==> src/rtl/rr_arb8.sv <==
// rr_arb8 -- eight-way round-robin arbiter with a grant-index display.
//
// A grant rotates fairly among eight level-sensitive requesters. The owner
// keeps the grant until it raises done or drops its request. With timeout
// compiled in, the owner also loses the grant after HOLD_MAX cycles.
// Every release is followed by one dead cycle before the next grant.
//
// Optional feature macro: ARB_TIMEOUT_EN
//   defined   -> a hold counter forces release after HOLD_MAX cycles, and
//                timeout pulses in the dead cycle that follows
//   undefined -> there is no hold counter, timeout is tied 0 and HOLD_MAX
//                is only range-checked
//
// Parameters
//   HOLD_MAX   max consecutive grant cycles per owner (1..255)
// Ports
//   clk        system clock, rising edge
//   rst        synchronous active-high reset
//   req[7:0]   request lines, bit i = requester i
//   done       owner releases grant (sampled only while granted)
//   gnt[7:0]   one-hot grant, zero when idle
//   gnt_idx    binary owner index, 0 when idle
//   gnt_valid  high iff gnt != 0
//   timeout    one-cycle pulse in the dead cycle after a forced release
//   seg0[6:0]  active-low 7-segment code of gnt_idx, blank when idle
module rr_arb8 #(
  parameter int HOLD_MAX = 15
) (
  input  logic       clk,
  input  logic       rst,
  input  logic [7:0] req,
  input  logic       done,
  output logic [7:0] gnt,
  output logic [2:0] gnt_idx,
  output logic       gnt_valid,
  output logic       timeout,
  output logic [6:0] seg0
);

  if (HOLD_MAX < 1 || HOLD_MAX > 255) begin : g_bad_hold_max
    $error("rr_arb8: HOLD_MAX must be in 1..255");
  end

  localparam logic [6:0] SEG_BLANK = 7'b1111111;

  typedef enum logic {S_IDLE = 1'b0, S_GRANT = 1'b1} state_t;

  state_t     r_state, w_state_nxt;
  logic [2:0] r_ptr, w_ptr_nxt;
  logic [7:0] r_gnt, w_gnt_nxt;
  logic [2:0] r_gnt_idx, w_gnt_idx_nxt;
  logic       r_gnt_valid, w_gnt_valid_nxt;
  logic [6:0] r_seg0, w_seg0_nxt;
  logic       w_timeout_nxt;

  logic [7:0] w_rot;
  logic [2:0] w_off;
  logic [2:0] w_pick;
  logic       w_to_hit;
  logic       w_rel;

  function automatic logic [6:0] seg_enc(input logic [2:0] v);
    logic [6:0] s;
    case (v)
      3'd0:    s = 7'b0000001;
      3'd1:    s = 7'b1001111;
      3'd2:    s = 7'b0010010;
      3'd3:    s = 7'b0000110;
      3'd4:    s = 7'b1001100;
      3'd5:    s = 7'b0100100;
      3'd6:    s = 7'b0100000;
      default: s = 7'b0001111;
    endcase
    return s;
  endfunction

  // Rotate req so that bit 0 lines up with ptr. The lowest set bit of the
  // rotated vector is then the first requester at or after ptr.
  always_comb begin
    w_rot = 8'({req, req} >> r_ptr);
    w_off = 3'd0;
    for (int j = 7; j >= 0; j--) begin
      if (w_rot[j]) w_off = 3'(j);
    end
  end

  assign w_pick = r_ptr + w_off;  // 3-bit add wraps mod 8

`ifdef ARB_TIMEOUT_EN
  localparam int HCW = $clog2(HOLD_MAX + 1);

  logic [HCW-1:0] r_hold_cnt;
  logic           r_timeout;

  // hold_cnt is HOLD_MAX-1 in the last allowed grant cycle.
  assign w_to_hit = (r_hold_cnt == HCW'(HOLD_MAX - 1));

  always_ff @(posedge clk) begin
    if (rst)                                  r_hold_cnt <= '0;
    else if (r_state == S_IDLE)               r_hold_cnt <= '0;
    else if (!w_rel && (r_hold_cnt != '1))    r_hold_cnt <= r_hold_cnt + 1'b1;
  end

  always_ff @(posedge clk) begin
    if (rst) r_timeout <= 1'b0;
    else     r_timeout <= w_timeout_nxt;
  end

  assign timeout = r_timeout;
`else
  assign w_to_hit = 1'b0;
  assign timeout  = 1'b0;
`endif

  // A release happens on done, on withdrawal by the owner, or on timeout.
  // All three can coincide, but they still produce a single release.
  assign w_rel = done | ~req[r_gnt_idx] | w_to_hit;

  // State register
  always_ff @(posedge clk) begin
    if (rst) r_state <= S_IDLE;
    else     r_state <= w_state_nxt;
  end

  // Next-state logic
  always_comb begin
    w_state_nxt = r_state;
    case (r_state)
      S_IDLE:  if (|req) w_state_nxt = S_GRANT;
      S_GRANT: if (w_rel) w_state_nxt = S_IDLE;
      default: w_state_nxt = S_IDLE;
    endcase
  end

  // Output logic: next values for the registered outputs and the pointer
  always_comb begin
    w_ptr_nxt       = r_ptr;
    w_gnt_nxt       = r_gnt;
    w_gnt_idx_nxt   = r_gnt_idx;
    w_gnt_valid_nxt = r_gnt_valid;
    w_seg0_nxt      = r_seg0;
    w_timeout_nxt   = 1'b0;
    case (r_state)
      S_IDLE: begin
        if (|req) begin
          w_gnt_nxt       = 8'b1 << w_pick;
          w_gnt_idx_nxt   = w_pick;
          w_gnt_valid_nxt = 1'b1;
          w_seg0_nxt      = seg_enc(w_pick);
        end
      end
      S_GRANT: begin
        if (w_rel) begin
          w_ptr_nxt       = r_gnt_idx + 3'd1;
          w_gnt_nxt       = 8'h00;
          w_gnt_idx_nxt   = 3'd0;
          w_gnt_valid_nxt = 1'b0;
          w_seg0_nxt      = SEG_BLANK;
          w_timeout_nxt   = w_to_hit;
        end
      end
      default: ;
    endcase
  end

  always_ff @(posedge clk) begin
    if (rst) begin
      r_ptr       <= 3'd0;
      r_gnt       <= 8'h00;
      r_gnt_idx   <= 3'd0;
      r_gnt_valid <= 1'b0;
      r_seg0      <= SEG_BLANK;
    end else begin
      r_ptr       <= w_ptr_nxt;
      r_gnt       <= w_gnt_nxt;
      r_gnt_idx   <= w_gnt_idx_nxt;
      r_gnt_valid <= w_gnt_valid_nxt;
      r_seg0      <= w_seg0_nxt;
    end
  end

  assign gnt       = r_gnt;
  assign gnt_idx   = r_gnt_idx;
  assign gnt_valid = r_gnt_valid;
  assign seg0      = r_seg0;

endmodule
==> config.mk <==
export PLATFORM = sky130hd
export DESIGN_NAME = rr_arb8
export DESIGN_NICKNAME = d
export VERILOG_FILES = /design/src/rtl/rr_arb8.sv
export SDC_FILE = /design/constraint.sdc
export NUM_CORES = 1
export LEC_CHECK = 0
export ABC_AREA = 1
export CAP_MARGIN = 40
export CORE_ASPECT_RATIO = 0.5
export CORE_MARGIN = 3
export CORE_UTILIZATION = 27
export DETAILED_ROUTE_END_ITERATION = 16
export PLACE_DENSITY = 0.47
export SYNTH_ARGS = -nofsm -noshare
export SYNTH_HDL_FRONTEND = slang
export SYNTH_SLANG_ARGS = --single-unit
==> constraint.sdc <==
create_clock -name clk -period 5.1 [get_ports clk]
set_clock_uncertainty 0.15 [all_clocks]
set_input_delay 1.275 -clock clk [delete_from_list [all_inputs] [get_ports clk]]
set_output_delay 1.275 -clock clk [all_outputs]
set_load 0.05 [all_outputs]
==> metrics.txt, run 1 <==
# TYPE chip_impl_metric gauge
chip_impl_metric{name="globalRouteMet2Util",unit="%"} 21.51
chip_impl_metric{name="drt-pass1-iter-count",unit=""} 6
chip_impl_info{name="tritoncts_clock_tree",value="done"} 1
chip_impl_metric{name="area_growth_syn_to_layout",unit="%"} 25.91
chip_impl_metric{name="routed_via_density",unit=""} 4.772
chip_impl_metric{name="power.switching_fraction",unit="%"} 51.88
chip_impl_metric{name="max_frequency",unit="GHz"} 0.2343
chip_impl_metric{name="vias",unit=""} 1608
chip_impl_metric{name="post_cts_resize_count",unit=""} 0
chip_impl_metric{name="fillers",unit=""} 613
chip_impl_metric{name="part_of_the_yosys_area_used_for_sequential_elements",unit="%"} 28.98
chip_impl_metric{name="antenna_cells_inserted",unit=""} 0
chip_impl_metric{name="regArea",unit="µm²"} 460.4
chip_impl_metric{name="finalCriticalPeriod",unit="ps"} 4268
chip_impl_info{name="yosys-top-cells-count",value="71 x sky130_fd_sc_hd__nand2_1, 23 x sky130_fd_sc_hd__dfxtp_1, 20 x sky130_fd_sc_hd__nand3_1, 16 x sky130_fd_sc_hd__a21oi_1, 16 x sky130_fd_sc_hd__nor2_1"} 1
chip_impl_metric{name="final_net_count",unit=""} 279
chip_impl_metric{name="yosys_warnings",unit=""} 0
chip_impl_metric{name="crit_buf_inv",unit=""} 3
chip_impl_metric{name="clockPowerShare",unit="%"} 14.1
chip_impl_metric{name="grt_use_met1",unit="%"} 17.56
chip_impl_info{name="cpLargestDelayFamily",value="simple AND/OR/NAND/NOR gates"} 1
chip_impl_metric{name="post_route_clock_period_utilization",unit="%"} 83.68
chip_impl_metric{name="clock_tree.buffer_depth",unit=""} 2
chip_impl_info{name="synth.area.top_cells",value="sky130_fd_sc_hd__dfxtp_1 29%, sky130_fd_sc_hd__nand2_1 17%, sky130_fd_sc_hd__nand3_1 6.3%"} 1
chip_impl_metric{name="io_pins",unit=""} 31
chip_impl_metric{name="overall_routed_net_length",unit="µm"} 4227
chip_impl_metric{name="clock_tree.htree_level_count",unit=""} 1
chip_impl_metric{name="routabilityCongestion",unit=""} 0.8321
chip_impl_metric{name="synth_area",unit="µm²"} 1589
chip_impl_metric{name="tritoncts.num_buffers",unit=""} 3
chip_impl_metric{name="maximum_number_of_pins_on_one_net_before_global_route_repair",unit=""} 15
chip_impl_metric{name="wl_per_cell",unit="µm"} 12.54
chip_impl_metric{name="synth_seq_cells",unit=""} 23
chip_impl_metric{name="global_route.usage.total",unit="%"} 12.80
chip_impl_metric{name="relSlewSlack",unit="%"} 66.20
chip_impl_info{name="critical_path.endpoint_type",value="register"} 1
chip_impl_metric{name="dp_hpwl",unit="µm"} 3269
chip_impl_metric{name="critPathMaxStageDelay",unit="ps"} 590
chip_impl_metric{name="synth_edf_count",unit=""} 0
chip_impl_metric{name="synth_largest_type_area_fraction",unit="%"} 28.98
chip_impl_info{name="critical_path.slowest_cell",value="sky130_fd_sc_hd__clkdlybuf4s50_1"} 1
chip_impl_metric{name="die-area",unit="µm²"} 6897
chip_impl_metric{name="pwr_density_cell",unit="nW/µm²"} 614.6
chip_impl_metric{name="ant_nets",unit=""} 0
chip_impl_metric{name="route.detailed.drc",unit=""} 0
chip_impl_metric{name="layout-drive-gt1-share",unit="%"} 14.77
chip_impl_info{name="timing.critical_path.cells",value="clkdlybuf4s50_1, nand2_1, nand3_1, nand3_1, nand2_1, a31oi_1, o21ai_0, nand2_1, a21boi_0, ha_1, inv_1, fa_1, xor2_1, inv_1, nand3_4, nand2_4, nor2_2, nand2_1, a21oi_1"} 1
chip_impl_metric{name="grt_antenna_before_repair",unit=""} 0
chip_impl_info{name="synth_ff_type",value="sky130_fd_sc_hd__dfxtp_1"} 1
chip_impl_metric{name="comb_power_share",unit="%"} 61.8
chip_impl_metric{name="grt.overflow.total",unit=""} 0
chip_impl_info{name="critPathKind",value="primary input to register"} 1
chip_impl_metric{name="worst_pin_slew",unit="ps"} 505.4
chip_impl_info{name="clock_tree.root_cell",value="sky130_fd_sc_hd__clkbuf_16"} 1
chip_impl_metric{name="die_height",unit="µm"} 60.25
chip_impl_info{name="grt_most_used_layer",value="met2"} 1
chip_impl_metric{name="worst_setup_hold_path_clk_slew",unit="ps"} 60
chip_impl_metric{name="place.port_buffers",unit=""} 29
chip_impl_info{name="run_status",value="completed"} 1
chip_impl_metric{name="syn-instance-count",unit=""} 238
chip_impl_metric{name="seq_power_share",unit="%"} 24.0
chip_impl_metric{name="setup_viol_count_final",unit=""} 0
chip_impl_metric{name="cts.repair_timing.setup_buffer_count",unit=""} 0
chip_impl_metric{name="multi_input_area",unit="µm²"} 991.0
chip_impl_metric{name="vias_in_the_first_global_route",unit=""} 1575
chip_impl_metric{name="ir_drop",unit="µV"} 246.4
chip_impl_metric{name="netlist-cell-type-count",unit=""} 37
chip_impl_metric{name="intPower",unit="W"} 0.0005917
chip_impl_metric{name="final.hold.worst_slack",unit="ps"} 312.2
chip_impl_metric{name="syn-mean-instance-area",unit="µm²"} 6.677
chip_impl_metric{name="async_flop_share",unit="%"} 0
chip_impl_metric{name="core-area",unit="µm²"} 5587
chip_impl_info{name="synth_most_common_cell",value="sky130_fd_sc_hd__nand2_1"} 1
chip_impl_metric{name="total_leakage_power",unit="nW"} 0.8462
chip_impl_metric{name="worstSkewPairLatency",unit="ps"} 260
chip_impl_metric{name="cp_data_arrival_time",unit="ps"} 4300
chip_impl_metric{name="final-hold-violation-count",unit=""} 0
chip_impl_metric{name="drv_slew",unit=""} 0
chip_impl_info{name="grt_setup_unrepaired",value="no"} 1
chip_impl_metric{name="setup_tns",unit="ps"} 0
chip_impl_metric{name="cp_data_required_time",unit="ps"} 5130
chip_impl_metric{name="max_cap_violations",unit=""} 0
chip_impl_metric{name="synth_nets",unit=""} 252
chip_impl_info{name="worst_setup_path_start_kind",value="primary input"} 1
chip_impl_metric{name="power.net_switching",unit="W"} 0.0006379
chip_impl_metric{name="initial_utilization",unit="%"} 28.44
chip_impl_metric{name="critical_path.max_fanout",unit=""} 7
chip_impl_info{name="path_common_cell",value="sky130_fd_sc_hd__nand2_1"} 1
chip_impl_info{name="hp-class",value="register to register"} 1
chip_impl_metric{name="holdBufCountCts",unit=""} 0
chip_impl_info{name="synth_largest_area_cell",value="sky130_fd_sc_hd__dfxtp_1"} 1
chip_impl_metric{name="grt_first_pass_wirelength",unit="µm"} 7155
chip_impl_metric{name="tritoncts_num_sinks",unit=""} 23
chip_impl_metric{name="use_met3",unit="%"} 2.528
chip_impl_metric{name="die_w",unit="µm"} 114.5
chip_impl_metric{name="placementRows",unit=""} 19
chip_impl_metric{name="dr.first_iter.drc_count",unit=""} 107
==> cells by family (layout without fill, tap and decap cells) <==
kind of cell / Yosys count / count (layout) / synth area share [%]
AO/OA/AOI/OAI: 40 / 40 / 13.94
XOR/XNOR: 2 / 2 / 1.103
flip-flops: 23 / 23 / 28.98
AND/OR/NAND/NOR: 142 / 142 / 44.25
other: 1 / 1 / 0.2360
adder cells (fa/ha/maj): 3 / 3 / 2.834
buffers and inverters: 27 / 53 / 8.661
==> layer usage <==
layer,vias up,part of all wire (%),routed length (µm)
met1,749,52,2197
met4,0,0.28,12
met2,32,43,1811
met5,-,0,0
met3,2,4.9,206
li1,825,-,-
==> power groups by stage <==
stage	registers [W]	clock network [W]	logic, W
4_1_cts	0.000296	0.000181	0.000767
5_1_grt	0.000305	0.000185	0.000841
6_report	0.000295	0.000174	0.000760
2_1_floorplan	0.000442	0	0.000425
3_3_place_gp	0.000300	0	0.000761
3_5_place_dp	0.000299	0	0.000763
==> worst register-to-register path: stages (launching register included) <==
cell and delay [ps]:
sky130_fd_sc_hd__dfxtp_1 630, sky130_fd_sc_hd__nand2_1 170, sky130_fd_sc_hd__nand3_1 140, sky130_fd_sc_hd__nand3_1 70, sky130_fd_sc_hd__nand2_1 110, sky130_fd_sc_hd__a31oi_1 50, sky130_fd_sc_hd__o21ai_0 140, sky130_fd_sc_hd__nand2_1 60
sky130_fd_sc_hd__a21boi_0 180, sky130_fd_sc_hd__ha_1 180, sky130_fd_sc_hd__inv_1 50, sky130_fd_sc_hd__fa_1 360, sky130_fd_sc_hd__xor2_1 290, sky130_fd_sc_hd__inv_1 120, sky130_fd_sc_hd__nand3_4 160, sky130_fd_sc_hd__nand2_4 90
sky130_fd_sc_hd__nor2_2 110, sky130_fd_sc_hd__nand2_1 70, sky130_fd_sc_hd__a21oi_1 130
==> layout by cell type (no fill, tap or decap), types with 2 or more instances in the layout <==
cell type	n
sky130_fd_sc_hd__a21oi_1	16
sky130_fd_sc_hd__clkbuf_16	3
sky130_fd_sc_hd__clkdlybuf4s50_1	29
sky130_fd_sc_hd__dfxtp_1	23
sky130_fd_sc_hd__ha_1	2
sky130_fd_sc_hd__inv_1	15
sky130_fd_sc_hd__inv_2	3
sky130_fd_sc_hd__nand2_1	71
sky130_fd_sc_hd__nand2_2	14
sky130_fd_sc_hd__nand2_4	3
sky130_fd_sc_hd__nand3_1	20
sky130_fd_sc_hd__nand3_2	6
sky130_fd_sc_hd__nor2_1	16
sky130_fd_sc_hd__nor2_2	3
sky130_fd_sc_hd__nor2_4	2
sky130_fd_sc_hd__nor3_1	2
sky130_fd_sc_hd__o211ai_1	2
sky130_fd_sc_hd__o21ai_0	15
==> state kept, by name, indices dropped and copies added, names as in the netlist <==
| register | cells |
|---|---|
| gnt_valid | 1 |
| gnt | 8 |
| seg0 | 7 |
| r_state | 1 |
| gnt_idx | 3 |
| r_ptr | 3 |
==> through the flow <==
stage,worst slack (ps),std cells,area (µm²),power (W),util [%]
finish,832.1,337,2001,0.001230,35.81
global route,530.3,337,2001,0.001331,35.81
CTS,820.4,337,2001,0.001244,35.81
detailed placement,564.0,333,1918,0.001062,34.33
global placement,588.0,333,1918,0.001061,34.33
floorplan,1508,238,1589,0.0008670,-
==> final timing paths <==
path | startpoint | slack [ps] | depth (start not counted) | endpoint
worst max-delay path | req[4] | 830 | 19 | gnt[5]$_SDFFE_PP0P_
worst min register to register | gnt[4]$_SDFFE_PP0P_ | 310 | 2 | gnt[4]$_SDFFE_PP0P_
worst min-delay path | gnt[4]$_SDFFE_PP0P_ | 310 | 2 | gnt[4]$_SDFFE_PP0P_
worst max register to register | r_ptr[0]$_SDFFE_PP0P_ | 1750 | 18 | gnt[5]$_SDFFE_PP0P_
==> final cells by class <==
cell class	instances	area share [%]
Clock buffer	3	3.752
Sequential cell	23	23.01
Tap cell	73	4.565
Timing Repair Buffer	29	14.51
Clock inverter	1	0.3752
Inverter	20	4.253
Multi-Input combinational cell	188	49.53
Note: power is estimated with default switching activity, not from simulation.
==> run 2: changes to the inputs <==
- clock period: 5.1 -> 4.1 ns (I/O delays scaled with it)
==> metrics.txt, run 2 (synthesized netlist as in run 1, its figures left out) <==
# TYPE chip_impl_metric gauge
chip_impl_info{name="run_status",value="completed"} 1
chip_impl_metric{name="die_height",unit="µm"} 60.25
chip_impl_metric{name="cp_data_arrival_time",unit="ps"} 3880
chip_impl_info{name="tritoncts_clock_tree",value="done"} 1
chip_impl_metric{name="overall_routed_net_length",unit="µm"} 4370
chip_impl_info{name="grt_most_used_layer",value="met2"} 1
chip_impl_info{name="hp-class",value="register to register"} 1
chip_impl_metric{name="place_inst",unit=""} 343
chip_impl_metric{name="grt_first_pass_wirelength",unit="µm"} 7507
chip_impl_info{name="critical_path.slowest_cell",value="sky130_fd_sc_hd__clkdlybuf4s50_1"} 1
chip_impl_metric{name="vias",unit=""} 1629
chip_impl_metric{name="die_w",unit="µm"} 114.5
chip_impl_metric{name="grt.overflow.total",unit=""} 0
chip_impl_metric{name="dp_hpwl",unit="µm"} 3364
chip_impl_metric{name="critical_path.max_fanout",unit=""} 7
chip_impl_info{name="grt_setup_unrepaired",value="no"} 1
chip_impl_metric{name="cts.repair_timing.setup_buffer_count",unit=""} 0
chip_impl_metric{name="pwr_density_cell",unit="nW/µm²"} 766.4
chip_impl_metric{name="dr.first_iter.drc_count",unit=""} 135
chip_impl_metric{name="setup_tns",unit="ps"} 0
chip_impl_metric{name="fillers",unit=""} 618
chip_impl_info{name="critical_path.endpoint_type",value="register"} 1
chip_impl_metric{name="antenna_cells_inserted",unit=""} 0
chip_impl_metric{name="global_route.usage.total",unit="%"} 13.74
chip_impl_metric{name="clock_tree.buffer_depth",unit=""} 2
chip_impl_metric{name="wl_per_cell",unit="µm"} 12.59
chip_impl_info{name="layout_common_cells",value="71 x sky130_fd_sc_hd__nand2_1, 26 x sky130_fd_sc_hd__clkdlybuf4s50_1, 23 x sky130_fd_sc_hd__dfxtp_1"} 1
chip_impl_info{name="critPathKind",value="primary input to register"} 1
chip_impl_metric{name="max_cap_violations",unit=""} 0
chip_impl_metric{name="tritoncts_num_sinks",unit=""} 23
chip_impl_metric{name="routabilityCongestion",unit=""} 0.8081
chip_impl_info{name="worst_setup_path_start_kind",value="primary input"} 1
chip_impl_metric{name="layout-drive-gt1-share",unit="%"} 18.98
chip_impl_metric{name="relSlewSlack",unit="%"} 64.55
chip_impl_metric{name="ir_drop",unit="µV"} 365.6
chip_impl_info{name="path_common_cell",value="sky130_fd_sc_hd__nand2_1"} 1
chip_impl_info{name="timing.critical_path.cells",value="clkdlybuf4s50_1, nand2_1, nand3_1, nand3_1, nand2_1, a31oi_1, o21ai_0, nand2_1, a21boi_0, ha_1, inv_1, fa_1, xor2_1, inv_1, nand3_4, nand2_4, nand2_1, nand2_1, nand2_1, nand2_1, nand2_1"} 1
chip_impl_metric{name="post_route_clock_period_utilization",unit="%"} 94.43
chip_impl_metric{name="clock_tree.htree_level_count",unit=""} 1
chip_impl_metric{name="die-area",unit="µm²"} 6897
chip_impl_metric{name="final-hold-violation-count",unit=""} 0
chip_impl_metric{name="use_met3",unit="%"} 3.236
chip_impl_metric{name="worstSkewPairLatency",unit="ps"} 260
chip_impl_metric{name="io_pins",unit=""} 31
chip_impl_metric{name="worst_setup_hold_path_clk_slew",unit="ps"} 60
chip_impl_metric{name="drt-pass1-iter-count",unit=""} 5
chip_impl_metric{name="total_leakage_power",unit="nW"} 0.9298
chip_impl_metric{name="grt_antenna_before_repair",unit=""} 0
chip_impl_metric{name="maximum_number_of_pins_on_one_net_before_global_route_repair",unit=""} 15
chip_impl_metric{name="globalRouteMet2Util",unit="%"} 20.43
chip_impl_metric{name="finalNonFillerCells",unit=""} 347
chip_impl_metric{name="routed_via_density",unit=""} 4.695
chip_impl_metric{name="placementRows",unit=""} 19
chip_impl_metric{name="tritoncts.num_buffers",unit=""} 3
chip_impl_metric{name="route.detailed.drc",unit=""} 0
chip_impl_metric{name="cp_data_required_time",unit="ps"} 4110
chip_impl_info{name="clock_tree.root_cell",value="sky130_fd_sc_hd__clkbuf_16"} 1
chip_impl_metric{name="drv_slew",unit=""} 0
chip_impl_metric{name="setup_viol_count_final",unit=""} 0
chip_impl_metric{name="worst_pin_slew",unit="ps"} 530.1
chip_impl_metric{name="finalCriticalPeriod",unit="ps"} 3872
chip_impl_metric{name="final_net_count",unit=""} 289
chip_impl_metric{name="grt_use_met1",unit="%"} 19.82
chip_impl_metric{name="max_ffs_per_register",unit=""} 8
chip_impl_metric{name="crit_buf_inv",unit=""} 3
chip_impl_metric{name="max_frequency",unit="GHz"} 0.2583
chip_impl_metric{name="vias_in_the_first_global_route",unit=""} 1576
chip_impl_metric{name="area_growth_syn_to_layout",unit="%"} 31.73
chip_impl_metric{name="initial_utilization",unit="%"} 28.44
chip_impl_metric{name="reg2reg_slack",unit="ps"} 780
chip_impl_metric{name="critPathMaxStageDelay",unit="ps"} 500
chip_impl_metric{name="ant_nets",unit=""} 0
chip_impl_info{name="cpLargestDelayFamily",value="simple AND/OR/NAND/NOR gates"} 1
chip_impl_metric{name="place.port_buffers",unit=""} 29
chip_impl_info{name="most_common_cell_after_layout_fill_and_taps_aside",value="sky130_fd_sc_hd__nand2_1"} 1
chip_impl_metric{name="core-area",unit="µm²"} 5587
[run 2: changes by cell type in the layout (fill, tap and decap cells not counted), sizes merged]
cell           before  now
buf                 0   10
clkdlybuf4s50      29   26
dlymetal6s2s        0    3
clkinv              0    1
clkinvlp            1    0
[run 2: path summary, 6_finish.rpt]
check | from | endpoint | cells past startpoint
max | req[4] | seg0[6]$_SDFFE_PP1P_ | 21
max reg2reg | r_ptr[0]$_SDFFE_PP0P_ | seg0[6]$_SDFFE_PP1P_ | 20
min reg2reg | gnt[7]$_SDFFE_PP0P_ | gnt[7]$_SDFFE_PP0P_ | 2
min | gnt[7]$_SDFFE_PP0P_ | gnt[7]$_SDFFE_PP0P_ | 2
[run 2: per-layer routing]
| metal | up-vias | part of all wire [%] | wire (µm) |
|---|---|---|---|
| met5 | - | 0 | 0 |
| met4 | 0 | 1.3 | 56 |
| met3 | 4 | 4.6 | 201 |
| met2 | 25 | 41 | 1802 |
| met1 | 752 | 53 | 2309 |
| li1 | 848 | - | - |
[run 2: timing repair]
item                                    4_1_cts  5_1_grt
endpoints found under the setup margin        0       12
hold buffers                                  0        0
resized for setup                             0        8
[run 2: area by class of cell]
| class | count | area, µm² | share of cell area (%) |
|---|---|---|---|
| flip-flops and latches | 23 | 460.4 | 22.00 |
| well taps | 73 | 91.34 | 4.363 |
| repair buffers | 39 | 372.9 | 17.81 |
| inverters | 20 | 85.08 | 4.065 |
| clock inverters | 1 | 5.005 | 0.2391 |
| multi-input cells | 188 | 1003 | 47.94 |
| clock buffers | 3 | 75.07 | 3.586 |
[run 2: tightest hold or removal path, stage by stage (launching register included)]
cell                      delay, ps
sky130_fd_sc_hd__dfxtp_1        310
sky130_fd_sc_hd__nand2_1         60
sky130_fd_sc_hd__a21oi_1         50
[run 2: through the flow]
stage               util (%)  hold WS [ps]  total power (W)  cell area, µm²  setup slack, ps
floorplan                  -         342.8         0.001078            1589            757.9
global placement       35.68         303.1         0.001382            1993           -98.42
detailed placement     35.68         305.4         0.001377            1993           -84.30
CTS                    37.11         315.8         0.001601            2073            172.4
global route           37.47         335.0         0.001733            2093           0.9055
finish                 37.47         311.6         0.001604            2093            228.3
[run 2: power breakdown]
part | switching (W) | internal (W)
combinational | 0.000661 | 0.000359
clock | 0.0000845 | 0.000131
sequential | 0.0000738 | 0.000294
total | 0.000819 | 0.000785
==> RTL change 1: new RTL, settings of run 2 <==
The option `ARB_TIMEOUT_EN` is turned on by a define.
--- a/src/rtl/rr_arb8.sv
+++ b/src/rtl/rr_arb8.sv
@@ -23,6 +23,8 @@
 //   gnt_valid  high iff gnt != 0
 //   timeout    one-cycle pulse in the dead cycle after a forced release
 //   seg0[6:0]  active-low 7-segment code of gnt_idx, blank when idle
+`define ARB_TIMEOUT_EN
+
 module rr_arb8 #(
   parameter int HOLD_MAX = 15
 ) (
Check against the original RTL: same outputs for any inputs over 10 cycles, from zero or initial values and one cycle with rst high; that may be too few to reach the edited logic, so the function may still have changed.
==> RTL change 1 against run 2 <==
- sequential share of layout area is 0.56 points higher
- setup slack better by 0.045 ns
- synthesized area is 16% higher
- cell area is 19% higher
- sequential cell count is 5 higher
- power is 6.3% higher
- die area is 15% higher
- routed wire length is 7.3% higher
- worst hold slack better by 0.014 ns
- critical path type unchanged
- largest power group unchanged
==> RTL change 1: results (changes against run 2) <==
[synth]
synthTopCellsByCount = 68 x nand2_1, 29 x nand3_1, 28 x dfxtp_1
synthTopCellsByArea = dfxtp_1 30%, nand2_1 14%, nand3_1 7.9%
syn-num-nets = 277  ; +9.9%
yosysSeqAreaShare_pct = 30.4  ; +1.4 points
synth_cell_types = 39  ; +5.4%
syn_inst = 261  ; +9.7%

[detailed_routing]
routedWlPerCell_um = 11.8  ; -6.4%
num_vias = 1765  ; +8.3%
dr.pass1.iters = 4  ; -1
drt_iter0_markers = 55  ; -59%

[place]
numPortBuffers = 30  ; +3.4%
dp_cells = 394  ; +15%
hpwlAfterDp_um = 3800  ; +13%
place_area_um2 = 2370  ; +19%
gp_congestion = 0.813  ; +0.59%
pre_cts_ws_ns = -0.0850  ; -0.000723 ns

[clock_tree]
clk_pin_slew_ns = 0.07
post-cts-setup-buffer-count = 0  ; unchanged

[global_route]
antenna_found_initial = 0  ; unchanged
grt_pass1_wl_um = 7980  ; +6.3%
grt_usage_pct = 12.4  ; -1.3 points
grt_pass1_vias = 1672  ; +6.1%
grt_start_max_net_pins = 17  ; +2

[setup_path]
timing.rr.start = r_ptr[0]
crit_fanout = 9  ; +2
worstPathArrival_ns = 3.84  ; -0.04 ns
r2r_end = seg0[6]
reg2reg_slack_ns = 0.83  ; +0.05 ns

[pwr]
p_leak_nw = 1.10  ; +18%
ir_worst_vdd_mv = 0.266  ; -27%

[finish]
n_antenna_cell = 0  ; unchanged
utilization_pct = 39.2  ; +1.8 points
instances_no_fill = 398  ; +15%
final_nets = 327  ; +13%
fill_cells = 662  ; +7.1%
drive_gt1_share_pct = 23.2  ; +4.2 points

[outcome]
outcome = finished clean

[sta]
worst_pin_slew_ns = 0.500  ; -0.0299 ns
hold_ws_ns = 0.325  ; +0.0138 ns

[min_path]
worstHoldStart = gnt[3]
min_to = gnt[3]

==> RTL change 1: changes by cell type in the layout (fill, tap and decap cells not counted), sizes merged, moves of 2 or more <==
cell | before | now
or2 | 0 | 3
nand3 | 27 | 35
buf | 10 | 20
dfxtp | 23 | 28
inv | 20 | 24
dlymetal6s2s | 3 | 1
nand2 | 88 | 90
ha | 2 | 4
clkdlybuf4s50 | 26 | 29
a21oi | 17 | 19
==> RTL change 1: cells by family after synthesis <==
kind of cell | count (synthesis) | synth area share (%)
xor gates and xnor gates | 2 | 0.950
buffers and inverters | 29 | 7.33
and+or+nand+nor | 157 | 45.2
AOI/OAI and AO/OA | 40 | 12.3
DFF | 28 | 30.4
adders and majority gates | 5 | 3.80
==> RTL change 1: critical path: stages <==
cell             delay (ns)
clkdlybuf4s50_1        0.49
nand2_1                0.11
nand3_1                0.16
nand3_1                0.08
nand2_1                0.10
a31oi_1                0.04
o21ai_0                0.14
nand2_1                0.06
a21boi_1               0.14
ha_1                   0.16
inv_1                  0.04
fa_1                   0.39
xnor2_2                0.16
buf_4                  0.14
nand3_4                0.12
nand2_8                0.15
nand2_2                0.06
nand2_1                0.09
nand2_1                0.07
nand2_1                0.06
nand2_1                0.05
==> RTL change 1: worst max path at each step <==
stage	from	to	slack, ns	cells after the start
after floorplan	req[6]	gnt[4]	0.72	18
after global placement	req[3]	seg0[3]	-0.06	21
after detailed placement	req[3]	seg0[3]	-0.09	21
after CTS	req[3]	seg0[6]	0.19	21
after global routing	req[7]	seg0[6]	0.04	21
final	req[2]	seg0[6]	0.27	21
==> RTL change 1: area by class of cell <==
| class | instances | area share, % |
|---|---|---|
| Multi-Input combinational cell | 204 | 46.6 |
| Sequential cell | 28 | 22.6 |
| Tap cell | 88 | 4.43 |
| Clock buffer | 3 | 3.02 |
| Timing Repair Buffer | 50 | 18.2 |
| Inverter | 24 | 3.93 |
| Clock inverter | 1 | 1.21 |
==> RTL change 1: metal layers <==
layer | share of wire [%] | routed length [um] | up-vias | track usage [%]
met1 | 56 | 2640 | 794 | 19.0
met4 | 0.62 | 29 | 0 | 2.09
met5 | 0 | 0 | - | 0
met3 | 1.9 | 88 | 2 | 1.83
li1 | - | - | 949 | -
met2 | 41 | 1930 | 20 | 18.5
==> RTL change 1: report_power, final <==
part | switching, mW | internal, mW | total, mW
Combinational | 0.642 | 0.377 | 1.02
Clock | 0.0943 | 0.194 | 0.289
Sequential | 0.0617 | 0.337 | 0.398
==> RTL change 2: new RTL, settings of run 2 <==
Made on the original files. Put one more register stage on the output `seg0`, without a reset. The value now appears one clock later. The other outputs are not delayed to match.
--- a/src/rtl/rr_arb8.sv
+++ b/src/rtl/rr_arb8.sv
@@ -182,6 +182,8 @@
   assign gnt       = r_gnt;
   assign gnt_idx   = r_gnt_idx;
   assign gnt_valid = r_gnt_valid;
-  assign seg0      = r_seg0;
+  always_ff @(posedge clk) begin
+    seg0 <= r_seg0;
+  end
 
 endmodule
Check against the original RTL: not equivalent (Yosys sat finds a counterexample within 4 cycles, from zero or initial values and one cycle with rst high).
==> RTL change 2 against run 2 <==
- power is 9.4% higher
- non-clock buffer count is 3 lower
- synthesized area is 4.3% higher
- sequential cell count is 7 higher
- routed wire length is 1.1% lower
- register-to-register slack better by 0.12 ns
- sequential share of layout area is 5.2 points higher
- setup slack better by 0.031 ns
- first-iteration DRC count is 39% lower
- global-route usage is 0.56 points lower
- cell area is 5.6% higher
- critical endpoint is now r_seg0[0]
==> RTL change 2: results (changes against run 2) <==
[outcome]
outcome = finished clean

[place]
hpwlAfterDp_um = 3310  ; -1.7%
dp_cells = 344  ; +0.29%

[sta]
slew_headroom_pct = 66.5  ; +2.0 points

[min_path]
worstHoldStart = r_seg0[6]
holdPathStages = 0  ; -2

[pwr]
p_int_mw = 0.943  ; +20%
power_frac_seq_pct = 26.5  ; +3.6 points
p_leak_nw = 0.995  ; +7.1%

[synth]
yosysSeqAreaShare_pct = 36.3  ; +7.3 points
postSynthAreaPerCell_um2 = 6.85  ; +2.5%
synthTopCellsByArea = dfxtp_1 36%, nand2_1 17%, nand3_1 8.8%
syn-num-nets = 256  ; +1.6%

[detailed_routing]
dr.pass1.iters = 4  ; -1
via_per_inst = 4.65  ; -0.85%
drt_iter0_markers = 83  ; -39%

[setup_path]
worstPathArrival_ns = 3.85  ; -0.03 ns
crit_fanout = 5  ; -2
slowest_delay_ns = 0.53  ; +0.03 ns
reg2reg_slack_ns = 0.90  ; +0.12 ns

[finish]
drive_gt1_share_pct = 16.4  ; -2.5 points
final_nets = 293  ; +1.4%
multiInputGateArea_um2 = 951  ; -5.2%

[global_route]
grt_usage_pct = 13.2  ; -0.56 points
grt_pass1_wl_um = 7200  ; -4.1%

[clock_tree]
cts_buffers = 5  ; +2

## RTL change 2: cell count changes in the layout (fill, tap and decap cells not counted), sizes merged, moves of 2 or more
| cell | change |
|---|---|
| nand3 | +7 |
| nor2 | -2 |
| clkbuf | +4 |
| buf | -3 |
| nand2 | +3 |
| inv | -5 |
| dfxtp | +7 |
| clkinv | +2 |
| o21ai | -4 |
| or2 | +3 |
## RTL change 2: cell type report
cell class              instances  area share (%)
multi-input cells             189            43.0
repair buffers                 36            15.8
clock inverters                 1           0.226
clock buffers                   7            6.45
inverters                      17            3.17
flip-flops and latches         30            27.2
well taps                      73            4.13
## RTL change 2: worst min path at each step
stage	endpoint	slack [ns]
3_3_place_gp	seg0[3]	0.18
5_1_grt	seg0[6]	0.21
2_1_floorplan	seg0[1]	0.17
4_1_cts	seg0[3]	0.20
3_5_place_dp	seg0[6]	0.19
6_report	seg0[6]	0.20
## RTL change 2: logic make-up (layout without fill, tap and decap cells)
| family | count (synthesis) | after routing | synth area share, % |
|---|---|---|---|
| AND/OR/NAND/NOR | 149 | 150 | 41.8 |
| flip-flops | 30 | 30 | 36.3 |
| adder cells (fa/ha/maj) | 3 | 3 | 2.72 |
| buffers and inverters | 24 | 61 | 7.17 |
| XOR/XNOR | 2 | 2 | 1.06 |
| other | 1 | 1 | 0.226 |
| AO/OA/AOI/OAI | 33 | 33 | 10.7 |
## RTL change 2: per-layer routing
metal  part of all wire (%)  track usage (%)
met5                      0                0
met4                    1.5             4.74
met3                    5.8             4.91
met2                     40             19.5
met1                     53             17.8
## RTL change 2: critical path: cells and delay by family
family	cells	cell delay, ns
XOR/XNOR	1	0.22
buffers and inverters	3	0.69
AO/OA/AOI/OAI	3	0.39
adder cells (fa/ha/maj)	2	0.54
AND/OR/NAND/NOR	11	0.99
